--- src/rtl/instr_loader_pkg.sv ---
// -----------------------------------------------------------------------------
// instr_loader_pkg
// Shared definitions for the boot-time instruction loader:
//   - state_t      : loader FSM states
//   - HDR_BYTES    : bytes in the little-endian length header
//   - WORD_BYTES   : bytes per instruction word
//   - BYTE_CNT_W   : width of the within-word byte counter
//   - max_words()  : memory capacity in words, as a 17-bit value so that a
//                    16-bit length can be compared against it without overflow
// -----------------------------------------------------------------------------
package instr_loader_pkg;

  typedef enum logic [2:0] {
    ST_LEN0  = 3'd0,
    ST_LEN1  = 3'd1,
    ST_WORD  = 3'd2,
    ST_WRITE = 3'd3,
    ST_CSUM  = 3'd4,
    ST_DONE  = 3'd5,
    ST_ERR   = 3'd6
  } state_t;

  localparam int HDR_BYTES  = 2;
  localparam int WORD_BYTES = 4;
  localparam int BYTE_CNT_W = $clog2(WORD_BYTES);

  // Capacity 2**addr_w held in 17 bits: 2**16 still fits.
  function automatic logic [16:0] max_words(input int addr_w);
    return 17'(1) << addr_w;
  endfunction

endpackage

--- src/rtl/instr_loader_word_assembler.sv ---
// -----------------------------------------------------------------------------
// word_assembler
// Shifts accepted stream bytes into a 32-bit word (first byte ends up in
// bits [7:0]), counts bytes within the word and keeps the running XOR of every
// byte it has accepted since the last clear.
// Ports:
//   clk_i        in   clock
//   rst_i        in   synchronous active-high reset
//   clear_i      in   synchronous clear of word, byte counter and checksum
//   accept_i     in   byte_i is consumed this cycle
//   byte_i       in   stream byte
//   word_o       out  assembled word (valid once four bytes have been taken)
//   word_full_o  out  this accept completes a word (combinational)
//   csum_o       out  running XOR of accepted bytes
// -----------------------------------------------------------------------------
module word_assembler
  import instr_loader_pkg::*;
(
  input  logic        clk_i,
  input  logic        rst_i,
  input  logic        clear_i,
  input  logic        accept_i,
  input  logic [7:0]  byte_i,
  output logic [31:0] word_o,
  output logic        word_full_o,
  output logic [7:0]  csum_o
);

  logic [7:0]            r_lanes [WORD_BYTES];
  logic [BYTE_CNT_W-1:0] r_byte_cnt;
  logic [7:0]            r_csum;

  // Each lane takes the value of the lane above it; the top lane takes the
  // incoming byte. After four accepts the first byte sits in lane 0.
  genvar gi;
  generate
    for (gi = 0; gi < WORD_BYTES; gi++) begin : g_lane
      logic [7:0] w_lane_in;
      if (gi == WORD_BYTES - 1) begin : g_top
        assign w_lane_in = byte_i;
      end else begin : g_inner
        assign w_lane_in = r_lanes[gi+1];
      end

      always_ff @(posedge clk_i) begin
        if (rst_i || clear_i) begin
          r_lanes[gi] <= '0;
        end else if (accept_i) begin
          r_lanes[gi] <= w_lane_in;
        end
      end

      assign word_o[gi*8 +: 8] = r_lanes[gi];
    end
  endgenerate

  // The counter is exactly wide enough to wrap back to 0 after a full word.
  always_ff @(posedge clk_i) begin
    if (rst_i || clear_i) begin
      r_byte_cnt <= '0;
      r_csum     <= '0;
    end else if (accept_i) begin
      r_byte_cnt <= r_byte_cnt + BYTE_CNT_W'(1);
      r_csum     <= r_csum ^ byte_i;
    end
  end

  assign word_full_o = accept_i && (r_byte_cnt == BYTE_CNT_W'(WORD_BYTES - 1));
  assign csum_o      = r_csum;

endmodule

--- src/rtl/instr_loader.sv ---
// -----------------------------------------------------------------------------
// instr_loader
// Boot-time program loader. Receives a byte stream (16-bit little-endian word
// count N, N little-endian 32-bit words, one XOR checksum over the data bytes)
// on a valid/ready handshake, writes each word into instruction memory and
// then either releases the CPU (DONE) or holds it in reset (ERR).
// Ports:
//   clk_i         in   clock, rising edge
//   rst_i         in   synchronous active-high reset
//   byte_i        in   stream byte
//   byte_valid_i  in   byte_i is valid
//   byte_ready_o  out  loader accepts a byte this cycle (LEN0/LEN1/WORD/CSUM)
//   reload_i      in   restart loading; only acted on in DONE or ERR
//   imem_we_o     out  instruction-memory write strobe, one cycle per word
//   imem_addr_o   out  byte address of the word being written
//   imem_data_o   out  word being written
//   cpu_start_o   out  CPU start / reset release
//   busy_o        out  load in progress
//   done_o        out  load verified
//   err_o         out  load failed
// -----------------------------------------------------------------------------
module instr_loader
  import instr_loader_pkg::*;
#(
  parameter int ADDR_W = 10
) (
  input  logic        clk_i,
  input  logic        rst_i,
  input  logic [7:0]  byte_i,
  input  logic        byte_valid_i,
  output logic        byte_ready_o,
  input  logic        reload_i,
  output logic        imem_we_o,
  output logic [31:0] imem_addr_o,
  output logic [31:0] imem_data_o,
  output logic        cpu_start_o,
  output logic        busy_o,
  output logic        done_o,
  output logic        err_o
);

  localparam logic [16:0] MAX_WORDS = max_words(ADDR_W);

  state_t                 r_state;
  state_t                 w_state_next;
  logic [ADDR_W:0]        r_word_cnt;
  logic [HDR_BYTES*8-1:0] r_n;
  logic                   r_imem_we;
  logic                   r_cpu_start;
  logic                   r_done;
  logic                   r_err;

  logic                   w_accept;
  logic                   w_clear;
  logic                   w_asm_accept;
  logic                   w_word_full;
  logic [31:0]            w_word;
  logic [7:0]             w_csum;
  logic [HDR_BYTES*8-1:0] w_n_full;
  logic [16:0]            w_cnt_inc;

  assign byte_ready_o = (r_state == ST_LEN0) || (r_state == ST_LEN1) ||
                        (r_state == ST_WORD) || (r_state == ST_CSUM);
  assign busy_o       = (r_state != ST_DONE) && (r_state != ST_ERR);

  assign w_accept     = byte_valid_i && byte_ready_o;
  assign w_clear      = reload_i && ((r_state == ST_DONE) || (r_state == ST_ERR));
  // Only data bytes go through the assembler, so the header never enters the
  // checksum and the checksum byte is never shifted into a word.
  assign w_asm_accept = w_accept && (r_state == ST_WORD);

  // Full length as it will be once the high header byte is latched; used to
  // decide the LEN1 exit in the same cycle the byte is accepted.
  assign w_n_full     = {byte_i, r_n[7:0]};
  assign w_cnt_inc    = 17'(r_word_cnt) + 17'd1;

  word_assembler u_asm (
    .clk_i       (clk_i),
    .rst_i       (rst_i),
    .clear_i     (w_clear),
    .accept_i    (w_asm_accept),
    .byte_i      (byte_i),
    .word_o      (w_word),
    .word_full_o (w_word_full),
    .csum_o      (w_csum)
  );

  always_comb begin
    w_state_next = r_state;
    case (r_state)
      ST_LEN0: begin
        if (w_accept) w_state_next = ST_LEN1;
      end
      ST_LEN1: begin
        if (w_accept) begin
          if ({1'b0, w_n_full} > MAX_WORDS) begin
            w_state_next = ST_ERR;
          end else if (w_n_full == '0) begin
            w_state_next = ST_CSUM;
          end else begin
            w_state_next = ST_WORD;
          end
        end
      end
      ST_WORD: begin
        if (w_word_full) w_state_next = ST_WRITE;
      end
      ST_WRITE: begin
        if (w_cnt_inc == {1'b0, r_n}) begin
          w_state_next = ST_CSUM;
        end else begin
          w_state_next = ST_WORD;
        end
      end
      ST_CSUM: begin
        if (w_accept) begin
          w_state_next = (byte_i == w_csum) ? ST_DONE : ST_ERR;
        end
      end
      ST_DONE, ST_ERR: begin
        if (reload_i) w_state_next = ST_LEN0;
      end
      default: begin
        w_state_next = ST_LEN0;
      end
    endcase
  end

  // Status outputs are registered from the next state so they change on the
  // same edge as the state itself.
  always_ff @(posedge clk_i) begin
    if (rst_i) begin
      r_state     <= ST_LEN0;
      r_word_cnt  <= '0;
      r_n         <= '0;
      r_imem_we   <= 1'b0;
      r_cpu_start <= 1'b0;
      r_done      <= 1'b0;
      r_err       <= 1'b0;
    end else begin
      r_state     <= w_state_next;
      r_imem_we   <= (w_state_next == ST_WRITE);
      r_cpu_start <= (w_state_next == ST_DONE);
      r_done      <= (w_state_next == ST_DONE);
      r_err       <= (w_state_next == ST_ERR);
      if (w_clear) begin
        r_word_cnt <= '0;
        r_n        <= '0;
      end else begin
        // The address shown during WRITE is the pre-increment count.
        if (r_state == ST_WRITE) r_word_cnt <= w_cnt_inc[ADDR_W:0];
        if (w_accept && (r_state == ST_LEN0)) r_n[7:0] <= byte_i;
        if (w_accept && (r_state == ST_LEN1)) r_n <= w_n_full;
      end
    end
  end

  // The assembled word and the word counter are both flops and hold steady for
  // the whole WRITE cycle, so they drive the memory bus directly.
  assign imem_we_o   = r_imem_we;
  assign imem_addr_o = 32'({r_word_cnt, 2'b00});
  assign imem_data_o = w_word;
  assign cpu_start_o = r_cpu_start;
  assign done_o      = r_done;
  assign err_o       = r_err;

endmodule

--- config.mk ---
export PLATFORM = sky130hd
export DESIGN_NAME = instr_loader
export DESIGN_NICKNAME = d
export VERILOG_FILES = /design/src/rtl/instr_loader_pkg.sv /design/src/rtl/instr_loader_word_assembler.sv /design/src/rtl/instr_loader.sv
export SDC_FILE = /design/constraint.sdc
export NUM_CORES = 1
export LEC_CHECK = 0
export ABC_AREA = 1
export BUFFER_PORTS_ARGS = -buffer_cell sky130_fd_sc_hd__buf_2
export CELL_PAD_IN_SITES_DETAIL_PLACEMENT = 1
export CELL_PAD_IN_SITES_GLOBAL_PLACEMENT = 2
export CORE_MARGIN = 4
export CORE_UTILIZATION = 33
export DETAILED_ROUTE_END_ITERATION = 8
export GPL_TIMING_DRIVEN = 0
export PLACE_DENSITY_LB_ADDON = 0.1
export SLEW_MARGIN = 20
export SYNTH_ARGS = -nofsm -noshare
export SYNTH_HDL_FRONTEND = slang
export SYNTH_HIERARCHICAL = 1
export SYNTH_SLANG_ARGS = --single-unit
--- constraint.sdc ---
create_clock -name clk_i -period 6.4 [get_ports clk_i]
set_input_delay 1.28 -clock clk_i [delete_from_list [all_inputs] [get_ports clk_i]]
set_output_delay 1.28 -clock clk_i [all_outputs]
set_load 0.005 [all_outputs]
# After elaboration in Yosys (flattened, before gate mapping)
# Memories as Yosys holds them, arrays and structs flattened.
# Index checks and enable logic that the tools add are counted.
# word_totals
mem_bits_rw,32
out_inout_bits,70
input_bits,12
mem_count,1
elab_cells,69
ff_bits,43
# classes
muxes,19
eq_ne,14
n_addsub,2
n_bitwise,6
reduce_logical,17
magnitude_cmp,1
# memory_table
name,words,width,rd,rd_clocked_by_memory_dff,wr,line_no,text
u_asm.r_lanes,4,8,4,0,4,instr_loader_word_assembler.sv:29,logic [7:0] r_lanes [WORD_BYTES];
# ops
cell,count
8-bit two-way mux,4
3-bit two-way mux,8
3-bit case mux with 6 select lines,1
12-bit by 16-bit == test with 1-bit output,1
"16-bit by 11-bit greater-than comparator with 1-bit output, second input constant",1
16-bit zero test,1
"3-bit == test, second input constant",5
"11-bit by 1-bit adder with 12-bit output, second input constant",1
"3-bit by 2-bit == test with 1-bit output, second input constant",3
8-bit == test,1
8-bit XOR,1
1-bit logical AND,7
"3-bit inequality test, second input constant",2
1-bit logical OR,5
1-bit two-way mux,5
1-bit bitwise OR,4
2-bit OR reduction,2
"3-bit by 1-bit == test with 1-bit output, second input constant",1
3-bit zero test,1
"2-bit by 1-bit adder with 2-bit output, second input constant",1
"2-bit == test, second input constant",1
2-bit two-way mux,1
2-bit AND reduction,1
1-bit inverter,1

# Logic depth before layout (Yosys ltp)
# Gate-level depths: netlist (run 1).
# depth
word_depth,10
ltp_mapped,16
ltp_nobuf,15

# By module
# The synthesis (run 1) kept the hierarchy.
# by_module_without_submodules
module,area_per_inst_um2,instances,cells_each
instr_loader,2391.0,1,393
word_assembler,1645.3,1,159

# Least setup slack after synthesis (run 1)
# Ideal clock, no wire load.
# synth_timing
path_type,in2reg
start,input port byte_valid_i
end,"memory u_asm.r_lanes[0][0], enable pin"
n_path_buf,1
setup_slack_ns,3.461
arrival_time_ns,2.550
path_stages,5
cell_sequence,inv_1 nor4_1 buf_4 inv_2 nand2_1
# synth_lines
item,line_no,text
"start, declared",instr_loader.sv:30,"input logic byte_valid_i,"
"end, declared",instr_loader_word_assembler.sv:29,

# Final worst setup path (run 1)
# layout_timing
start,register r_state[0]
end,output port busy_o
# layout_between
elab_chain_len,2
word_cells_on_any_way,3
classes_between,2 x eq/ne; 1 x reduce/logical
# layout_rtl
item,line_no,text
"start, declared",instr_loader.sv:44,state_t r_state;
"start signal, assigned",instr_loader.sv:141,r_state <= w_state_next;
3-bit inequality test,instr_loader.sv:64,assign busy_o = (r_state != ST_DONE) && (r_state != ST_ERR);
1-bit logical AND *,instr_loader.sv:64,
"end, declared",instr_loader.sv:37,"output logic busy_o,"
# Mark *: on every way between the ends. The rest lies on a longest branch, timed or not.

==> results of run 1 <==
## power by group
part / switching [mW] / internal, mW / total, mW
Combinational: 0.118 / 0.0650 / 0.183
Clock: 0.212 / 0.304 / 0.517
Sequential: 0.0242 / 0.531 / 0.555
## Yosys cell counts, types with 5 or more instances
cell,n,share of area [%]
edfxtp_1,32,24
buf_4,27,5.0
a21oi_1,35,4.3
o21ai_0,6,0.74
dfxtp_1,43,21
nor2_1,77,7.2
inv_1,74,6.9
inv_2,6,0.56
xnor2_1,5,1.1
nand4_1,18,2.8
nand3_1,45,5.6
nand2_1,142,13
## cell families after synthesis
group	share of synthesized area, %
xor+xnor	1.08
flops	45.1
other cells	0.0929
simple gates	32.8
compound gates	6.60
fa+ha+maj	0.620
buf+inv	13.7
## metrics by stage
step	hold WS, ps	cells	total power, mW	area (µm²)
2_1_floorplan	440	572	0.680	4110
3_3_place_gp	449	779	0.745	4600
3_5_place_dp	461	779	0.751	4600
4_1_cts	470	795	1.27	4890
5_1_grt	497	795	1.33	4890
6_report	470	795	1.26	4890
## per-layer routing
layer  share of wire [%]  routed length [µm]
met1                  46                5380
met2                  47                5500
met3                 4.3                 499
met4                 1.8                 212
met5                   0                   0
## area by class of cell
cell class / count / share of cell area [%]
Multi-Input combinational cell: 380 / 35.5
Clock buffer: 11 / 4.76
Clock inverter: 5 / 1.28
Tap cell: 147 / 3.76
Buffer: 35 / 5.01
Timing Repair Buffer: 60 / 6.14
Inverter: 82 / 6.29
Sequential cell: 75 / 37.2
## critical path, delay by kind of cell, from the launching register on
kind,cells,cell delay [ps]
and+or+nand+nor,2,300
buffers and inverters,4,440
DFF,1,430
## state kept, by name, indices dropped and copies added, names as in the netlist
signal            count
u_asm/r_lanes        32
r_n                  16
r_word_cnt           11
u_asm/csum_o          8
r_state               3
u_asm/r_byte_cnt      2
done_o                1
err_o                 1
imem_we_o             1
## cell usage in the layout (no fill, tap or decap), types with 5 or more instances in the layout
cell type	Yosys	layout
clkbuf_16	0	9
xnor2_1	5	5
buf_4	27	27
dfxtp_1	43	43
conb_1	1	21
o21ai_0	6	6
nand3_1	45	45
inv_2	6	6
nor2_1	77	77
clkbuf_1	3	5
a21oi_1	35	35
buf_2	4	64
nand2_1	142	141
edfxtp_1	32	32
nand4_1	18	18
inv_1	74	74
nand2_2	4	5
## path summary, 6_finish.rpt
check | from | end | slack [ps] | cells after the start
worst max-delay path | r_state[0]$_SDFF_PP0_ | busy_o | 3610 | 6
worst min-delay path | r_n[12]$_SDFFE_PP0P_ | r_n[12]$_SDFFE_PP0P_ | 470 | 2
worst max register to register | r_state[0]$_SDFF_PP0_ | u_asm/r_lanes[1][5]$_SDFFCE_PN0P_ | 3930 | 9
worst min register to register | r_n[12]$_SDFFE_PP0P_ | r_n[12]$_SDFFE_PP0P_ | 470 | 2
==> impl_metrics.env, run 1 <==
export IMPL_synth_area_um2=4040
export IMPL_nets=657
export IMPL_grt_use_met2_pct=27.8
export IMPL_synth_edff_count=32
export IMPL_setup_viol=0
export IMPL_worstPathMaxFanout=10
export IMPL_irDropWorstVdd_mv=0.119
export IMPL_hold_viol=0
export IMPL_yosysSeqAreaShare_pct=45.1
export IMPL_die_y_um=119
export IMPL_initial_core_util_pct=33.6
export IMPL_clock_path_buffers=2
export IMPL_cts_max_level=3
export IMPL_cts_resized_gates=0
export IMPL_met3_usage_pct=4.11
export IMPL_wire_per_inst_um=14.6
export IMPL_fin_skew_ps=8.43
export IMPL_met1_usage_pct=21.9
export IMPL_final_setup_tns_ps=0
export IMPL_max_slew_margin_pct=49.7
export IMPL_postCtsSetupBuffers=0
export IMPL_core_region_area_um2=12000
export IMPL_clkLatencyLatePin_ps=350
export IMPL_startpoint_type="register"
export IMPL_drt_pass1_iter_count=4
export IMPL_ys_types=32
export IMPL_drt_total_wl_um=11600
export IMPL_gp_congestion=0.828
export IMPL_ys_flop_type="dfxtp_1"
export IMPL_clk_pin_slew_ps=60
export IMPL_routed_via_density=4.71
export IMPL_syn_avg_cell_area_um2=7.31
export IMPL_drt_iter0_markers=180
export IMPL_port_buffers=60
export IMPL_grt_ovfl_total=0
export IMPL_worstPathArrival_ps=1510
export IMPL_max_cap_viol_count=0
export IMPL_grt_max_degree=33
export IMPL_dieArea_um2=14100
export IMPL_numCtsBuffers=9
export IMPL_slowest_stage="dfxtp_1"
export IMPL_period_needed_ps=2790
export IMPL_crit_required_ps=5120
export IMPL_multi_input_area_um2=1740
export IMPL_setup_ws_ps=3610
export IMPL_dp_worst_setup_slack_ps=3250
export IMPL_grt_pass1_vias=3675
export IMPL_timing_fmax_mhz=358
export IMPL_detail_route_antenna_nets=0
export IMPL_rsz0062_at_grt="no"
export IMPL_diodes=0
export IMPL_fillerInstances=1560
export IMPL_tightest_slew_ps=752
export IMPL_seqCellArea_um2=1820
export IMPL_post_route_util_pct=40.7
export IMPL_die_w_um=119
export IMPL_outcome="complete, no violations"
export IMPL_clock_sinks=75
export IMPL_synth_seq_cells=75
export IMPL_grt_pass1_wl_um=18900
export IMPL_tritoncts="done"
export IMPL_crit_path_max_incr_delay_ps=430
export IMPL_slew_violations=0
export IMPL_cts_root_buf="clkbuf_16"
export IMPL_row_count=40
export IMPL_drive_above_1_share_pct=19.8
export IMPL_track_usage_pct=17.0
export IMPL_via_count=3744
export IMPL_cts_hold_buf=0
export IMPL_hpwl_um=8770
export IMPL_ios=82
export IMPL_fin_crit_sh_pct=43.6
export IMPL_drc=0
export IMPL_crit_chain="inv_1 > nand2_1 > inv_2 > nor2_1 > inv_1 > buf_2"
export IMPL_synth_warnings=6
export IMPL_crit_top_cell="inv_1"
export IMPL_worstHoldPathType="reg2reg"
export IMPL_netlist_instances=552
export IMPL_busiest_layer="met2"
export IMPL_antenna_found_initial=0
export IMPL_crit_path_end_kind="output pin"
export IMPL_power_density_nw_per_um2=257
export IMPL_worstSetupPathType="reg2out"
export IMPL_area_growth_pct=21.2
export IMPL_leakage_nw=2.24
export IMPL_ys_async_sr_fraction_pct=0
Note: power is estimated with default switching activity, not from simulation.
==> inputs of run 2 (changes only) <==
Settings changed: CORE_UTILIZATION 33 to 31.
Clock period 6.4 ns to 2.57 ns, I/O delays scaled along.
==> run 2 against run 1 <==
Sequential share of layout area is 0.12 points lower. Global-route usage is 0.87 points lower. Combinational power is 150% higher. Core utilization is 2.0 points lower. Largest cell class unchanged.
==> impl_metrics.env, run 2 (synthesis gave the netlist of run 1 again) <==
export IMPL_worstHoldPathType="in2reg"
export IMPL_placed_cell_area_um2=4630
export IMPL_max_slew_margin_pct=56.9
export IMPL_final_cell_mix="nand2_1, nor2_1, inv_1, buf_2, nand3_1"
export IMPL_r2r_setup_slack_ps=310
export IMPL_fillerInstances=1637
export IMPL_timing_fmax_mhz=443
export IMPL_clk_pin_slew_ps=60
export IMPL_grt_pass1_vias=3691
export IMPL_routed_via_density=4.54
export IMPL_cts_max_level=3
export IMPL_slew_violations=0
export IMPL_fin_skew_ps=5.67
export IMPL_clock_sinks=75
export IMPL_row_count=41
export IMPL_drt_total_wl_um=11600
export IMPL_largest_reg_flops=32
export IMPL_clock_path_buffers=2
export IMPL_max_cap_viol_count=0
export IMPL_cts_root_buf="clkbuf_16"
export IMPL_gp_congestion=0.803
export IMPL_hold_viol=0
export IMPL_crit_path_end_kind="register"
export IMPL_largestRegisters="u_asm/r_lanes x32, r_n x16, r_word_cnt x11"
export IMPL_core_region_area_um2=12700
export IMPL_power_density_nw_per_um2=619
export IMPL_drc=0
export IMPL_worstPathArrival_ps=2540
export IMPL_detail_route_antenna_nets=0
export IMPL_tritoncts="done"
export IMPL_leakage_nw=2.24
export IMPL_final_cell_area_um2=4910
export IMPL_grt_ovfl_total=0
export IMPL_port_buffers=60
export IMPL_final_common_cell="nand2_1"
export IMPL_outcome="complete, no violations"
export IMPL_seqCellArea_um2=1820
export IMPL_drive_above_1_share_pct=19.9
export IMPL_dieArea_um2=14900
export IMPL_top_register="u_asm/r_lanes"
export IMPL_setup_viol=0
export IMPL_clkLatencyLatePin_ps=340
export IMPL_drt_iter0_markers=156
export IMPL_grt_max_degree=33
export IMPL_diodes=0
export IMPL_drt_pass1_iter_count=4
export IMPL_die_w_um=122
export IMPL_worstSetupPathType="reg2reg"
export IMPL_period_needed_ps=2260
export IMPL_via_count=3723
export IMPL_multi_input_area_um2=1740
export IMPL_fin_crit_sh_pct=87.8
export IMPL_nets=657
export IMPL_area_growth_pct=21.6
export IMPL_irDropWorstVdd_mv=0.245
export IMPL_worstPathMaxFanout=8
export IMPL_tightest_slew_ps=645
export IMPL_grt_pass1_wl_um=18600
export IMPL_antenna_found_initial=0
export IMPL_post_route_util_pct=38.7
export IMPL_ios=82
export IMPL_initial_core_util_pct=31.9
export IMPL_final_setup_tns_ps=0
export IMPL_crit_required_ps=2850
export IMPL_track_usage_pct=16.1
export IMPL_rsz0062_at_grt="no"
export IMPL_wire_per_inst_um=14.1
export IMPL_numCtsBuffers=9
export IMPL_startpoint_type="register"
export IMPL_die_y_um=122
export IMPL_hpwl_um=8970
export IMPL_cts_hold_buf=0
run 2: changes by cell type in the layout (fill, tap and decap cells not counted):
cell       change
clkbuf_1       -2
inv_6          +2
bufinv_16      -1
clkinv_1       +1
clkinv_2       +1
clkinv_4       -1
nand2_2        -1
nand2_4        +1
run 2: repair_timing:
action / in CTS / in global routing
gates resized for setup: 0 / 1
buffers inserted: 0 / 0
endpoints found under the setup margin: 0 / 32
run 2: power by group:
part           leakage, nW  switching, mW  internal [mW]
logic                 1.43          0.293          0.163
registers            0.681         0.0591           1.32
clock network        0.130          0.541          0.659
total                 2.24          0.893           2.14
run 2: worst paths after layout:
kind,from,to,cells after the start
setup / recovery,r_word_cnt[0]$_SDFFE_PP0P_,err_o$_SDFF_PP0_,13
hold / removal,rst_i,done_o$_SDFF_PP0_,2
setup reg to reg,r_word_cnt[0]$_SDFFE_PP0P_,err_o$_SDFF_PP0_,13
hold reg to reg,r_n[14]$_SDFFE_PP0P_,r_n[14]$_SDFFE_PP0P_,2
run 2: area by class of cell:
class | count | share of cell area (%)
Tap cell | 172 | 4.38
Multi-Input combinational cell | 380 | 35.5
Timing Repair Buffer | 60 | 6.12
Clock buffer | 9 | 4.59
Clock inverter | 7 | 1.02
Buffer | 35 | 4.99
Sequential cell | 75 | 37.1
Inverter | 82 | 6.27
run 2: metrics by stage:
stage / power, mW / worst slack, ps / instances / hold WS, ps
2_1_floorplan: 1.69 / 238 / 572 / 440
3_3_place_gp: 1.86 / -298 / 804 / 449
3_5_place_dp: 1.87 / 63.6 / 804 / 453
4_1_cts: 3.09 / 92.0 / 820 / 413
5_1_grt: 3.21 / 55.9 / 820 / 421
6_report: 3.04 / 313 / 820 / 434
run 2: critical path: stages, from the launching register on:
cell	delay, ps
dfxtp_1	480
ha_1	310
nand2_1	140
nor2_2	230
nand3_1	140
nand3_1	100
nand2_1	90
nor2_1	110
nand2_1	70
nor2_1	170
nand2_1	100
nand2_1	100
nand2_1	60
nor2_2	80
run 2: routing by layer:
layer	vias up	global-route usage [%]	routed length (µm)
met5	-	0	0
met4	0	4.83	63
met3	4	3.62	543
met2	71	27.2	5710
met1	1749	20.5	5250
li1	1899	-	-
